==> config.mk <==
export PLATFORM = sky130hd
export DESIGN_NAME = regfile_wb_scheduler
export DESIGN_NICKNAME = d
export VERILOG_FILES = /design/src/rtl/regfile_wb_scheduler_pkg.sv /design/src/rtl/regfile_wb_scheduler_rr_arbiter2.sv /design/src/rtl/regfile_wb_scheduler.sv
export SDC_FILE = /design/constraint.sdc
export NUM_CORES = 1
export LEC_CHECK = 0
export BUFFER_PORTS_ARGS = -buffer_cell sky130_fd_sc_hd__buf_2
export CORE_UTILIZATION = 40
export DETAILED_ROUTE_END_ITERATION = 7
export MAX_ROUTING_LAYER = met4
export PLACE_DENSITY = 0.66
export SLEW_MARGIN = 15
export SYNTH_ARGS = -nofsm -noshare
export SYNTH_HDL_FRONTEND = slang
export SYNTH_SLANG_ARGS = --single-unit
==> constraint.sdc <==
create_clock -name clk -period 5.52 [get_ports clk]
set_input_delay 1.656 -clock clk [delete_from_list [all_inputs] [get_ports clk]]
set_output_delay 1.656 -clock clk [all_outputs]
set_load 0.02 [all_outputs]
==> src/rtl/regfile_wb_scheduler_pkg.sv <==
// Shared constants and requester ids for the register-file write-back scheduler.
package rf_sched_pkg;

  localparam int unsigned NREG  = 15;
  localparam int unsigned DW    = 32;
  localparam int unsigned AW    = 4;
  localparam int unsigned CNT_W = 2;

  typedef enum logic {
    REQ_WB = 1'b0,
    REQ_MC = 1'b1
  } req_id_e;

endpackage

==> src/rtl/regfile_wb_scheduler_rr_arbiter2.sv <==
// Two-way round-robin arbiter; the pointer names the requester that wins a tie.
module rr_arbiter2
  import rf_sched_pkg::*;
(
  input  logic       clk,
  input  logic       rst,
  input  logic [1:0] valid,
  output logic [1:0] grant
);

  req_id_e rr_ptr_q, rr_ptr_d;

  always_comb begin
    grant    = '0;
    rr_ptr_d = rr_ptr_q;
    case (valid)
      2'b01:   grant[REQ_WB] = 1'b1;
      2'b10:   grant[REQ_MC] = 1'b1;
      2'b11:   grant[rr_ptr_q] = 1'b1;
      default: grant = '0;
    endcase
    // The winner yields priority to the other requester on the next tie.
    if (grant[REQ_WB]) begin
      rr_ptr_d = REQ_MC;
    end else if (grant[REQ_MC]) begin
      rr_ptr_d = REQ_WB;
    end
  end

  always_ff @(posedge clk or posedge rst) begin
    if (rst) begin
      rr_ptr_q <= REQ_WB;
    end else begin
      rr_ptr_q <= rr_ptr_d;
    end
  end

endmodule

==> src/rtl/regfile_wb_scheduler.sv <==
// Shares the register-file write port between pipeline WB and the multi-cycle unit,
// and tracks outstanding writes per register for decode hazard detection.
module regfile_wb_scheduler
  import rf_sched_pkg::*;
#(
  parameter int unsigned NREG  = rf_sched_pkg::NREG,
  parameter int unsigned DW    = rf_sched_pkg::DW,
  parameter int unsigned AW    = rf_sched_pkg::AW,
  parameter int unsigned CNT_W = rf_sched_pkg::CNT_W
) (
  input  logic            clk,
  input  logic            rst,
  input  logic            req0_valid,
  input  logic [AW-1:0]   req0_dest,
  input  logic [DW-1:0]   req0_data,
  output logic            req0_ready,
  input  logic            req1_valid,
  input  logic [AW-1:0]   req1_dest,
  input  logic [DW-1:0]   req1_data,
  output logic            req1_ready,
  input  logic            issue_en,
  input  logic [AW-1:0]   issue_dest,
  output logic            issue_stall,
  input  logic [AW-1:0]   src_1,
  input  logic [AW-1:0]   src_2,
  output logic            hazard,
  output logic            wb_en,
  output logic [AW-1:0]   wb_dest,
  output logic [DW-1:0]   wb_data,
  output logic [NREG-1:0] pend_mask,
  output logic            err_bad_dest
);

  localparam logic [AW:0]      NREG_W  = (AW+1)'(NREG);
  localparam logic [CNT_W-1:0] CNT_MAX = '1;

  function automatic logic in_range(input logic [AW-1:0] idx);
    return {1'b0, idx} < NREG_W;
  endfunction

  logic [1:0]       grant;
  logic             acc_valid;
  logic             acc_ok;
  logic [AW-1:0]    acc_dest;
  logic [DW-1:0]    acc_data;
  logic             issue_ok;
  logic             issue_sat;

  logic [CNT_W-1:0] cnt_q [NREG];
  logic [CNT_W-1:0] cnt_d [NREG];
  logic             wb_en_q, wb_en_d;
  logic [AW-1:0]    wb_dest_q, wb_dest_d;
  logic [DW-1:0]    wb_data_q, wb_data_d;
  logic             err_q, err_d;

  rr_arbiter2 u_arb (
    .clk   (clk),
    .rst   (rst),
    .valid ({req1_valid, req0_valid}),
    .grant (grant)
  );

  assign req0_ready = grant[REQ_WB];
  assign req1_ready = grant[REQ_MC];

  always_comb begin
    acc_valid = |grant;
    acc_dest  = grant[REQ_MC] ? req1_dest : req0_dest;
    acc_data  = grant[REQ_MC] ? req1_data : req0_data;
    acc_ok    = in_range(acc_dest);
    issue_ok  = issue_en & in_range(issue_dest);
  end

  always_comb begin
    issue_sat = 1'b0;
    hazard    = 1'b0;
    pend_mask = '0;
    for (int unsigned i = 0; i < NREG; i++) begin
      if (issue_dest == AW'(i) && cnt_q[i] == CNT_MAX) begin
        issue_sat = 1'b1;
      end
      pend_mask[i] = (cnt_q[i] != '0);
      if ((src_1 == AW'(i) || src_2 == AW'(i)) && cnt_q[i] != '0) begin
        hazard = 1'b1;
      end
    end
    issue_stall = issue_en & issue_sat;
  end

  // Saturation stalls the reservation even when a retire to the same register
  // would have made room this cycle.
  always_comb begin
    for (int unsigned i = 0; i < NREG; i++) begin
      logic inc, dec;
      inc = issue_ok & ~issue_sat & (issue_dest == AW'(i));
      dec = acc_valid & acc_ok & (acc_dest == AW'(i)) & (cnt_q[i] != '0);
      cnt_d[i] = cnt_q[i];
      if (inc && !dec) begin
        cnt_d[i] = cnt_q[i] + CNT_W'(1);
      end else if (dec && !inc) begin
        cnt_d[i] = cnt_q[i] - CNT_W'(1);
      end
    end
  end

  always_comb begin
    wb_en_d   = acc_valid & acc_ok;
    wb_dest_d = wb_dest_q;
    wb_data_d = wb_data_q;
    if (wb_en_d) begin
      wb_dest_d = acc_dest;
      wb_data_d = acc_data;
    end
    err_d = err_q
          | (acc_valid & ~acc_ok)
          | (issue_en & ~in_range(issue_dest));
  end

  always_ff @(posedge clk or posedge rst) begin
    if (rst) begin
      wb_en_q   <= 1'b0;
      wb_dest_q <= '0;
      wb_data_q <= '0;
      err_q     <= 1'b0;
      for (int unsigned i = 0; i < NREG; i++) begin
        cnt_q[i] <= '0;
      end
    end else begin
      wb_en_q   <= wb_en_d;
      wb_dest_q <= wb_dest_d;
      wb_data_q <= wb_data_d;
      err_q     <= err_d;
      for (int unsigned i = 0; i < NREG; i++) begin
        cnt_q[i] <= cnt_d[i];
      end
    end
  end

  assign wb_en        = wb_en_q;
  assign wb_dest      = wb_dest_q;
  assign wb_data      = wb_data_q;
  assign err_bad_dest = err_q;

endmodule

==> flow_metrics.env, run 1 <==
export IMPL_status="finished, final reports clean"
export IMPL_cts_tree="yes"
export IMPL_clkSinkCount=69
export IMPL_fin_skew_ps=16.7
export IMPL_placed_cells=721
export IMPL_synth_edff_count=0
export IMPL_nets=696
export IMPL_fp_dieArea_um2=11500
export IMPL_multi_input_area_um2=2530
export IMPL_hold_buffers=0
export IMPL_worst_path_largest_cell_delay_ps=560
export IMPL_r2r_start="u_arb.rr_ptr_q"
export IMPL_insertion_delay_ps=350
export IMPL_ctsHtreeMaxLevel=3
export IMPL_drt_wl_total_mm=12.0
export IMPL_ios=146
export IMPL_first_pass_iters=4
export IMPL_path_depth=5
export IMPL_regToRegEndpoint="cnt_q[7]"
export IMPL_ant_nets=0
export IMPL_fp_dieW_um=107
export IMPL_period_share=0.861
export IMPL_clkSlewWorstSetupHoldPaths_ps=70
export IMPL_rows=38
export IMPL_vias_per_cell=5.29
export IMPL_final_seq_area_um2=1730
export IMPL_place_congestion=0.933
export IMPL_cp_end_kind="output pin"
export IMPL_avgSynthCellArea_um2=9.68
export IMPL_yosys_area_top_type="dfrtp_1"
export IMPL_drc=0
export IMPL_cp_common_cell="buf_2"
export IMPL_synth_top_area_share=0.390
export IMPL_finalNonFillerCells=738
export IMPL_max_freq_mhz=210
export IMPL_synthDistinctLibCells=48
export IMPL_design_area_um2=5430
export IMPL_p_total_w=0.00207
export IMPL_synthesis_area_um2=4420
export IMPL_r2r_cells=10
export IMPL_place_area_um2=5210
export IMPL_crit_family="multiplexers"
export IMPL_grt_pass1_vias=3705
export IMPL_critPathKind="input port to output pin"
export IMPL_dp_hpwl_mm=9.30
export IMPL_final_cell_mix="buf_2 (145), dfrtp_1 (69), o21ai_0 (51)"
export IMPL_startpoint="issue_dest[0]"
export IMPL_path_max_fanout=12
export IMPL_final_common_cell="buf_2"
export IMPL_first_iter_violations=238
export IMPL_synth_seq_area_share=0.390
export IMPL_fin_ws_ps=766
export IMPL_worstMarginPinSlew_ps=857
export IMPL_finalHoldViolCount=0
export IMPL_initial_core_util=0.410
export IMPL_clock_tree_buffer_depth=2
export IMPL_place_ws_ps=783
export IMPL_grt_setup_unrepaired="no"
export IMPL_grt_first_pass_wirelength_mm=19.0
export IMPL_maxCapViolations=0
export IMPL_synth_seq_cells=69
export IMPL_root_buffer="clkbuf_8"
export IMPL_power_leakage_nw=2.62
export IMPL_hp_class="register to register"
export IMPL_yosysWarnings=0
export IMPL_die_h_um=107
export IMPL_cts_setup_buffers=0
export IMPL_core_area_um2=10800
export IMPL_synth_area_leaders="dfrtp_1 (39%), mux2i_1 (7.9%), xor2_1 (5.9%)"
export IMPL_peakVddDrop_mv=0.175
export IMPL_grt_overflow_total=0
export IMPL_fin_crit_ps=4750
export IMPL_drv_slew=0
export IMPL_cp_cell_sequence="buf_2 > mux4_2 > nor2b_1 > o41a_1 > buf_2"
export IMPL_tns_ps=0
export IMPL_critical_path_slowest_cell="mux4_2"
export IMPL_timing_reg2reg_setup_slack_ps=2810
export IMPL_antenna_found_initial=1
export IMPL_power_per_cell_area_nw_per_um2=382
export IMPL_gr_usage_all_layers=0.220
export IMPL_wire_per_inst_um=16.3
export IMPL_port_buffers=145
export IMPL_max_slew_margin_rel=0.424
export IMPL_crit_path_end="issue_stall"
export IMPL_syn_nets=561
export IMPL_async_flop_share=1.00
export IMPL_synth_top_flop_cell="dfrtp_1"
export IMPL_worstPathRequired_ps=3860
export IMPL_synth_cells=457
export IMPL_cp_start_kind="input port"
export IMPL_vias=3903
export IMPL_grt_max_degree=70
export IMPL_finalSetupViolations=0
export IMPL_area_delta_synth_final_pct=22.7
export IMPL_postCtsResizedCells=0
export IMPL_path_buf_inv=2
export IMPL_cp_arrival_ps=3100
export IMPL_drive_above_1_share=0.325
export IMPL_fill_cells=1044
export IMPL_cts_buffers_inserted=9
[worst register-to-register path: stages (launching register included)]
cell and delay [ps]:
dfrtp_1 400, nand2b_2 240, a32oi_4 250, buf_4 500, inv_1 250, o21ai_1 260
nand3b_1 160, ha_1 180, xor2_1 150, nor2_1 60, xor2_1 130
[cell families after synthesis]
family                     Yosys count  synth area share
AOI/OAI and AO/OA                   67            0.0888
xor gates and xnor gates            45            0.0891
adders and majority gates           15            0.0424
buffers and inverters               31            0.0370
DFF                                 69             0.390
muxes                               38            0.0894
and+or+nand+nor                    192             0.263
[power by group]
| group | total [W] | switching (W) | internal (W) | leakage, nW |
|---|---|---|---|---|
| Sequential | 0.000820 | 0.000153 | 0.000667 | 0.825 |
| Combinational | 0.000800 | 0.000473 | 0.000327 | 1.69 |
| Clock | 0.000453 | 0.000198 | 0.000255 | 0.110 |
| Total | 0.00207 | 0.000824 | 0.00125 | 2.62 |
[worst min-delay path by stage]
stage                       startpoint      endpoint  depth (start not counted)
after floorplan              cnt_q[21]     cnt_q[21]                          1
after global placement     wb_data[24]   wb_data[24]                          2
after detailed placement    wb_dest[3]    wb_dest[3]                          2
after CTS                   wb_dest[3]    wb_dest[3]                          2
after global routing         cnt_q[27]     cnt_q[27]                          1
final                     err_bad_dest  err_bad_dest                          1
[metrics by stage]
| stage | hold slack, ps | util |
|---|---|---|
| final | 478 | 0.503 |
| after global routing | 509 | 0.503 |
| after CTS | 483 | 0.503 |
| after detailed placement | 466 | 0.483 |
| after global placement | 460 | 0.483 |
| after floorplan | 447 | - |
[layout make-up]
cell class / count / share of cell area
Clock inverter: 6 / 0.0161
Tap cell: 140 / 0.0323
Clock buffer: 10 / 0.0235
Timing Repair Buffer: 148 / 0.138
Multi-Input combinational cell: 357 / 0.467
Antenna cell: 1 / 0.000461
Sequential cell: 69 / 0.318
Inverter: 7 / 0.00507
[routing by layer]
layer,wire length [µm],global-route usage,up-vias
li1,-,-,1916
met2,5600,0.353,151
met5,0,-,-
met1,5070,0.272,1823
met4,138,0.0636,0
met3,1190,0.0602,13
[Yosys cell counts, types with 3 or more instances]
library cell,n
nor4b_1,8
and4bb_2,3
inv_1,6
nor3_1,12
nand3_1,6
nor2_1,26
xor2_1,30
or2_2,17
dfrtp_1,69
nor4_1,4
nor2b_1,7
and2_1,4
or3_1,3
nand3b_1,4
nand4_1,20
ha_1,15
nor4bb_1,12
o21ai_1,4
buf_2,18
nand2b_1,5
o21ai_0,51
nand2_1,43
xnor2_1,15
buf_6,3
and4b_1,10
mux2i_1,35
[sequential cells by signal, summed over array words and instances, names as in the netlist]
signal          flops
cnt_q              30
u_arb.rr_ptr_q      1
err_bad_dest        1
wb_en               1
wb_data            32
wb_dest             4
(Power assumes the default switching activity.)
==> inputs of run 2 (changes only) <==
- CORE_UTILIZATION: 40 -> 55
- PLACE_DENSITY: 0.66 -> 0.86
==> run 2 against run 1 <==
Compared with the run above:
- power down 2.0%
- hold slack better by 2.0 ps
- wire length is 3.8% lower
- combinational power rose by 1%
- core utilization is 19 points higher
- design area fell by 1.3%
- first-iteration DRC count down 2.1%
- global-route usage increased by 6.8 points
- clock power fell by 11%
- non-clock buffer count did not move
- largest cell class unchanged
==> flow_metrics.env, run 2 (synthesized netlist as in run 1, its figures left out) <==
export IMPL_clock_tree_buffer_depth=2
export IMPL_grt_setup_unrepaired="no"
export IMPL_area_delta_synth_final_pct=21.1
export IMPL_ios=146
export IMPL_drive_above_1_share=0.327
export IMPL_cts_tree="yes"
export IMPL_worstMarginPinSlew_ps=760
export IMPL_critical_path_slowest_cell="mux4_2"
export IMPL_grt_first_pass_wirelength_mm=18.1
export IMPL_fin_crit_ps=4730
export IMPL_postCtsResizedCells=0
export IMPL_min_from="wb_data[9]"
export IMPL_core_area_um2=7770
export IMPL_drv_slew=0
export IMPL_fin_skew_ps=6.94
export IMPL_worstPathRequired_ps=3860
export IMPL_antennaDiodeCount=0
export IMPL_port_buffers=145
export IMPL_fp_dieArea_um2=8410
export IMPL_path_max_fanout=12
export IMPL_finalHoldViolCount=0
export IMPL_first_pass_iters=4
export IMPL_fill_cells=613
export IMPL_antenna_found_initial=0
export IMPL_cp_end_kind="output pin"
export IMPL_worst_path_largest_cell_delay_ps=550
export IMPL_insertion_delay_ps=350
export IMPL_grt_pass1_vias=3585
export IMPL_drt_wl_total_mm=11.5
export IMPL_ant_nets=0
export IMPL_critPathKind="input port to output pin"
export IMPL_grt_overflow_total=0
export IMPL_cts_buffers_inserted=9
export IMPL_r2r_start="u_arb.rr_ptr_q"
export IMPL_gr_usage_all_layers=0.288
export IMPL_crit_family="multiplexers"
export IMPL_multi_input_area_um2=2530
export IMPL_final_cell_mix="buf_2 (145), dfrtp_1 (69), o21ai_0 (51)"
export IMPL_cp_cell_sequence="buf_2 > mux4_2 > nor2b_1 > o41a_1 > buf_2"
export IMPL_cp_arrival_ps=3080
export IMPL_finalSetupViolations=0
export IMPL_dp_hpwl_mm=8.86
export IMPL_clkSinkCount=69
export IMPL_clkSlewWorstSetupHoldPaths_ps=70
export IMPL_hold_buffers=0
export IMPL_hp_class="register to register"
export IMPL_vias_per_cell=5.55
export IMPL_fp_dieW_um=91.7
export IMPL_power_per_cell_area_nw_per_um2=379
export IMPL_root_buffer="clkbuf_8"
export IMPL_first_iter_violations=233
export IMPL_period_share=0.857
export IMPL_max_slew_margin_rel=0.489
export IMPL_final_common_cell="buf_2"
export IMPL_drc=0
export IMPL_final_seq_area_um2=1730
export IMPL_tns_ps=0
export IMPL_die_h_um=91.7
export IMPL_cp_common_cell="buf_2"
export IMPL_startpoint="issue_dest[0]"
export IMPL_initial_core_util=0.570
export IMPL_path_buf_inv=2
export IMPL_cts_setup_buffers=0
export IMPL_rows=32
export IMPL_power_leakage_nw=2.61
export IMPL_cp_start_kind="input port"
export IMPL_vias=3881
export IMPL_wire_per_inst_um=16.5
export IMPL_peakVddDrop_mv=0.210
export IMPL_status="finished, final reports clean"
export IMPL_nets=696
export IMPL_grt_max_degree=70
export IMPL_max_freq_mhz=211
export IMPL_ctsHtreeMaxLevel=3
export IMPL_hold_ws_ps=480
export IMPL_largest_reg_flops=32
export IMPL_place_congestion=0.886
export IMPL_maxCapViolations=0
run 2: cell type report:
cell class                      instances  share of cell area
Clock buffer                           12              0.0308
Sequential cell                        69               0.322
Tap cell                              102              0.0238
Timing Repair Buffer                  148               0.140
Clock inverter                          4             0.00560
Inverter                                7             0.00490
Multi-Input combinational cell        357               0.473
run 2: worst paths after layout:
check	end	slack, ps	depth (start not counted)
worst max-delay path	issue_stall	790	5
worst min-delay path	wb_data[9]	480	2
worst max register to register	cnt_q[5]	2800	9
worst min register to register	wb_data[9]	480	2
max in group asynchronous	cnt_q[28]	3220	3
min in group asynchronous	wb_data[22]	1360	2
run 2: tightest hold or removal path: stages, from the launching register on:
cell,delay (ps)
dfrtp_1,340
nand2_1,40
o21ai_0,60
run 2: power by group:
group	internal [W]	switching, W
clock network	0.000202	0.000202
registers	0.000667	0.000150
logic	0.000328	0.000482
total	0.00120	0.000835
run 2: metrics by stage:
stage,setup slack [ps],utilization,area [µm²],total power (W),std cells
finish,788,0.690,5360,0.00203,699
global route,699,0.690,5360,0.00214,699
global placement,805,0.665,5160,0.00160,683
CTS,798,0.690,5360,0.00204,699
detailed placement,797,0.665,5160,0.00163,683
floorplan,1030,-,4420,0.00134,457
run 2: per-layer routing:
metal,global-route usage,wire (µm),vias up
met5,-,0,-
met4,0.108,321,0
met2,0.494,5750,152
met3,0.0415,687,33
met1,0.346,4780,1771
li1,-,-,1925
==> inputs of run 3 (changes only) <==
- CORE_UTILIZATION: 55 -> 57
- CTS_BUF_LIST: not set -> sky130_fd_sc_hd__clkbuf_4 sky130_fd_sc_hd__clkbuf_8
- PLACE_DENSITY: 0.86 -> 0.89
==> run 3 against run 2 <==
Compared with the run above:
- core utilization up 3.8 points
- critical endpoint unchanged
- sequential cell count stayed put
- fmax decreased by 0.89%
- critical path type unchanged
- sequential share of layout area hardly changed
- hold slack got worse by 3.0 ps
- critical path depth unchanged
- largest cell class unchanged
- worst setup slack lost 43 ps
- design area is essentially flat
==> flow_metrics.env, run 3 (synthesized netlist as in run 1, its figures left out) <==
export IMPL_placed_cells=680
export IMPL_finalNonFillerCells=696
export IMPL_cts_tree="yes"
export IMPL_wire_per_inst_um=16.4
export IMPL_die_h_um=90.1
export IMPL_power_leakage_nw=2.61
export IMPL_first_pass_iters=6
export IMPL_critical_path_slowest_cell="mux4_2"
export IMPL_largest_reg_flops=32
export IMPL_maxCapViolations=0
export IMPL_fin_skew_ps=13.7
export IMPL_fin_crit_ps=4770
export IMPL_peakVddDrop_mv=0.340
export IMPL_antennaDiodeCount=0
export IMPL_vias_per_cell=5.74
export IMPL_ios=146
export IMPL_fp_dieW_um=90.1
export IMPL_dp_hpwl_mm=8.77
export IMPL_core_area_um2=7370
export IMPL_final_common_cell="buf_2"
export IMPL_final_cell_mix="buf_2 (145), dfrtp_1 (69), o21ai_0 (51)"
export IMPL_cts_buffers_inserted=9
export IMPL_clock_tree_buffer_depth=2
export IMPL_power_per_cell_area_nw_per_um2=382
export IMPL_ant_nets=0
export IMPL_status="finished, final reports clean"
export IMPL_tns_ps=0
export IMPL_place_congestion=0.962
export IMPL_cp_start_kind="input port"
export IMPL_max_freq_mhz=209
export IMPL_cp_cell_sequence="buf_2 > mux4_2 > nor2b_1 > o41a_1 > buf_2"
export IMPL_drv_slew=0
export IMPL_insertion_delay_ps=350
export IMPL_hp_class="register to register"
export IMPL_cp_arrival_ps=3120
export IMPL_hold_buffers=0
export IMPL_path_depth=5
export IMPL_drc=0
export IMPL_clkSlewWorstSetupHoldPaths_ps=70
export IMPL_whs_path_depth=1
export IMPL_nets=696
export IMPL_antenna_found_initial=0
export IMPL_grt_overflow_total=0
export IMPL_crit_family="multiplexers"
export IMPL_grt_setup_unrepaired="no"
export IMPL_min_from="cnt_q[27]"
export IMPL_drive_above_1_share=0.327
export IMPL_fp_dieArea_um2=8120
export IMPL_vias=3993
export IMPL_period_share=0.865
export IMPL_finalHoldViolCount=0
export IMPL_path_max_fanout=12
export IMPL_worstMarginPinSlew_ps=947
export IMPL_initial_core_util=0.600
export IMPL_r2r_cells=9
export IMPL_grt_first_pass_wirelength_mm=19.0
export IMPL_cp_common_cell="buf_2"
export IMPL_area_delta_synth_final_pct=21.2
export IMPL_gr_usage_all_layers=0.302
export IMPL_port_buffers=145
export IMPL_grt_pass1_vias=3922
export IMPL_finalSetupViolations=0
export IMPL_timing_reg2reg_setup_slack_ps=2830
export IMPL_hold_path_end="cnt_q[27]"
export IMPL_fill_cells=554
export IMPL_max_slew_margin_rel=0.368
export IMPL_worst_path_largest_cell_delay_ps=570
export IMPL_ctsHtreeMaxLevel=3
export IMPL_cp_end_kind="output pin"
export IMPL_r2r_start="u_arb.rr_ptr_q"
export IMPL_hold_ws_ps=477
export IMPL_startpoint="issue_dest[0]"
export IMPL_drt_wl_total_mm=11.4
export IMPL_cts_setup_buffers=0
export IMPL_regToRegEndpoint="cnt_q[7]"
export IMPL_root_buffer="clkbuf_8"
export IMPL_clkSinkCount=69
export IMPL_critPathKind="input port to output pin"
export IMPL_first_iter_violations=219
export IMPL_path_buf_inv=2
export IMPL_worstPathRequired_ps=3860
export IMPL_grt_max_degree=71
export IMPL_rows=31
export IMPL_postCtsResizedCells=0
==> run 3: cell count changes in the layout (fill, tap and decap cells not counted), sizes merged <==
cell,previous run,this run
bufinv,0,1
clkinvlp,1,2
clkbuf,12,11
clkinv,2,1
==> run 3: how the worst max path moves through the flow <==
stage                             end  slack [ps]
after floorplan           issue_stall        1030
after global placement    issue_stall         770
after detailed placement  issue_stall         770
after CTS                 issue_stall         760
after global routing           hazard         710
final                     issue_stall         750
==> run 3: routing by layer <==
metal | up-vias | part of all wire | global-route usage
met3 | 28 | 0.071 | 0.0533
li1 | 1921 | - | -
met5 | - | 0 | -
met4 | 0 | 0.025 | 0.116
met2 | 194 | 0.50 | 0.504
met1 | 1850 | 0.41 | 0.365
==> run 3: layout make-up <==
cell class	instances	area, µm²	share of cell area
Tap cell	99	124	0.0231
Sequential cell	69	1730	0.322
Inverter	7	26.3	0.00490
Timing Repair Buffer	148	748	0.140
Multi-Input combinational cell	357	2530	0.472
Clock buffer	11	145	0.0271
Clock inverter	5	58.8	0.0110
==> run 3: report_power, final <==
part,leakage [nW],internal [W],switching (W)
combinational,1.69,0.000328,0.000480
sequential,0.825,0.000667,0.000151
clock,0.0994,0.000227,0.000196
total,2.61,0.00122,0.000828
==> run 3: through the flow <==
| stage | util | power, W | setup WS [ps] | area [µm²] |
|---|---|---|---|---|
| after floorplan | - | 0.00134 | 1030 | 4420 |
| after global placement | 0.700 | 0.00160 | 771 | 5160 |
| after detailed placement | 0.700 | 0.00162 | 771 | 5160 |
| after CTS | 0.728 | 0.00205 | 765 | 5360 |
| after global routing | 0.728 | 0.00217 | 707 | 5360 |
| final | 0.728 | 0.00205 | 745 | 5360 |
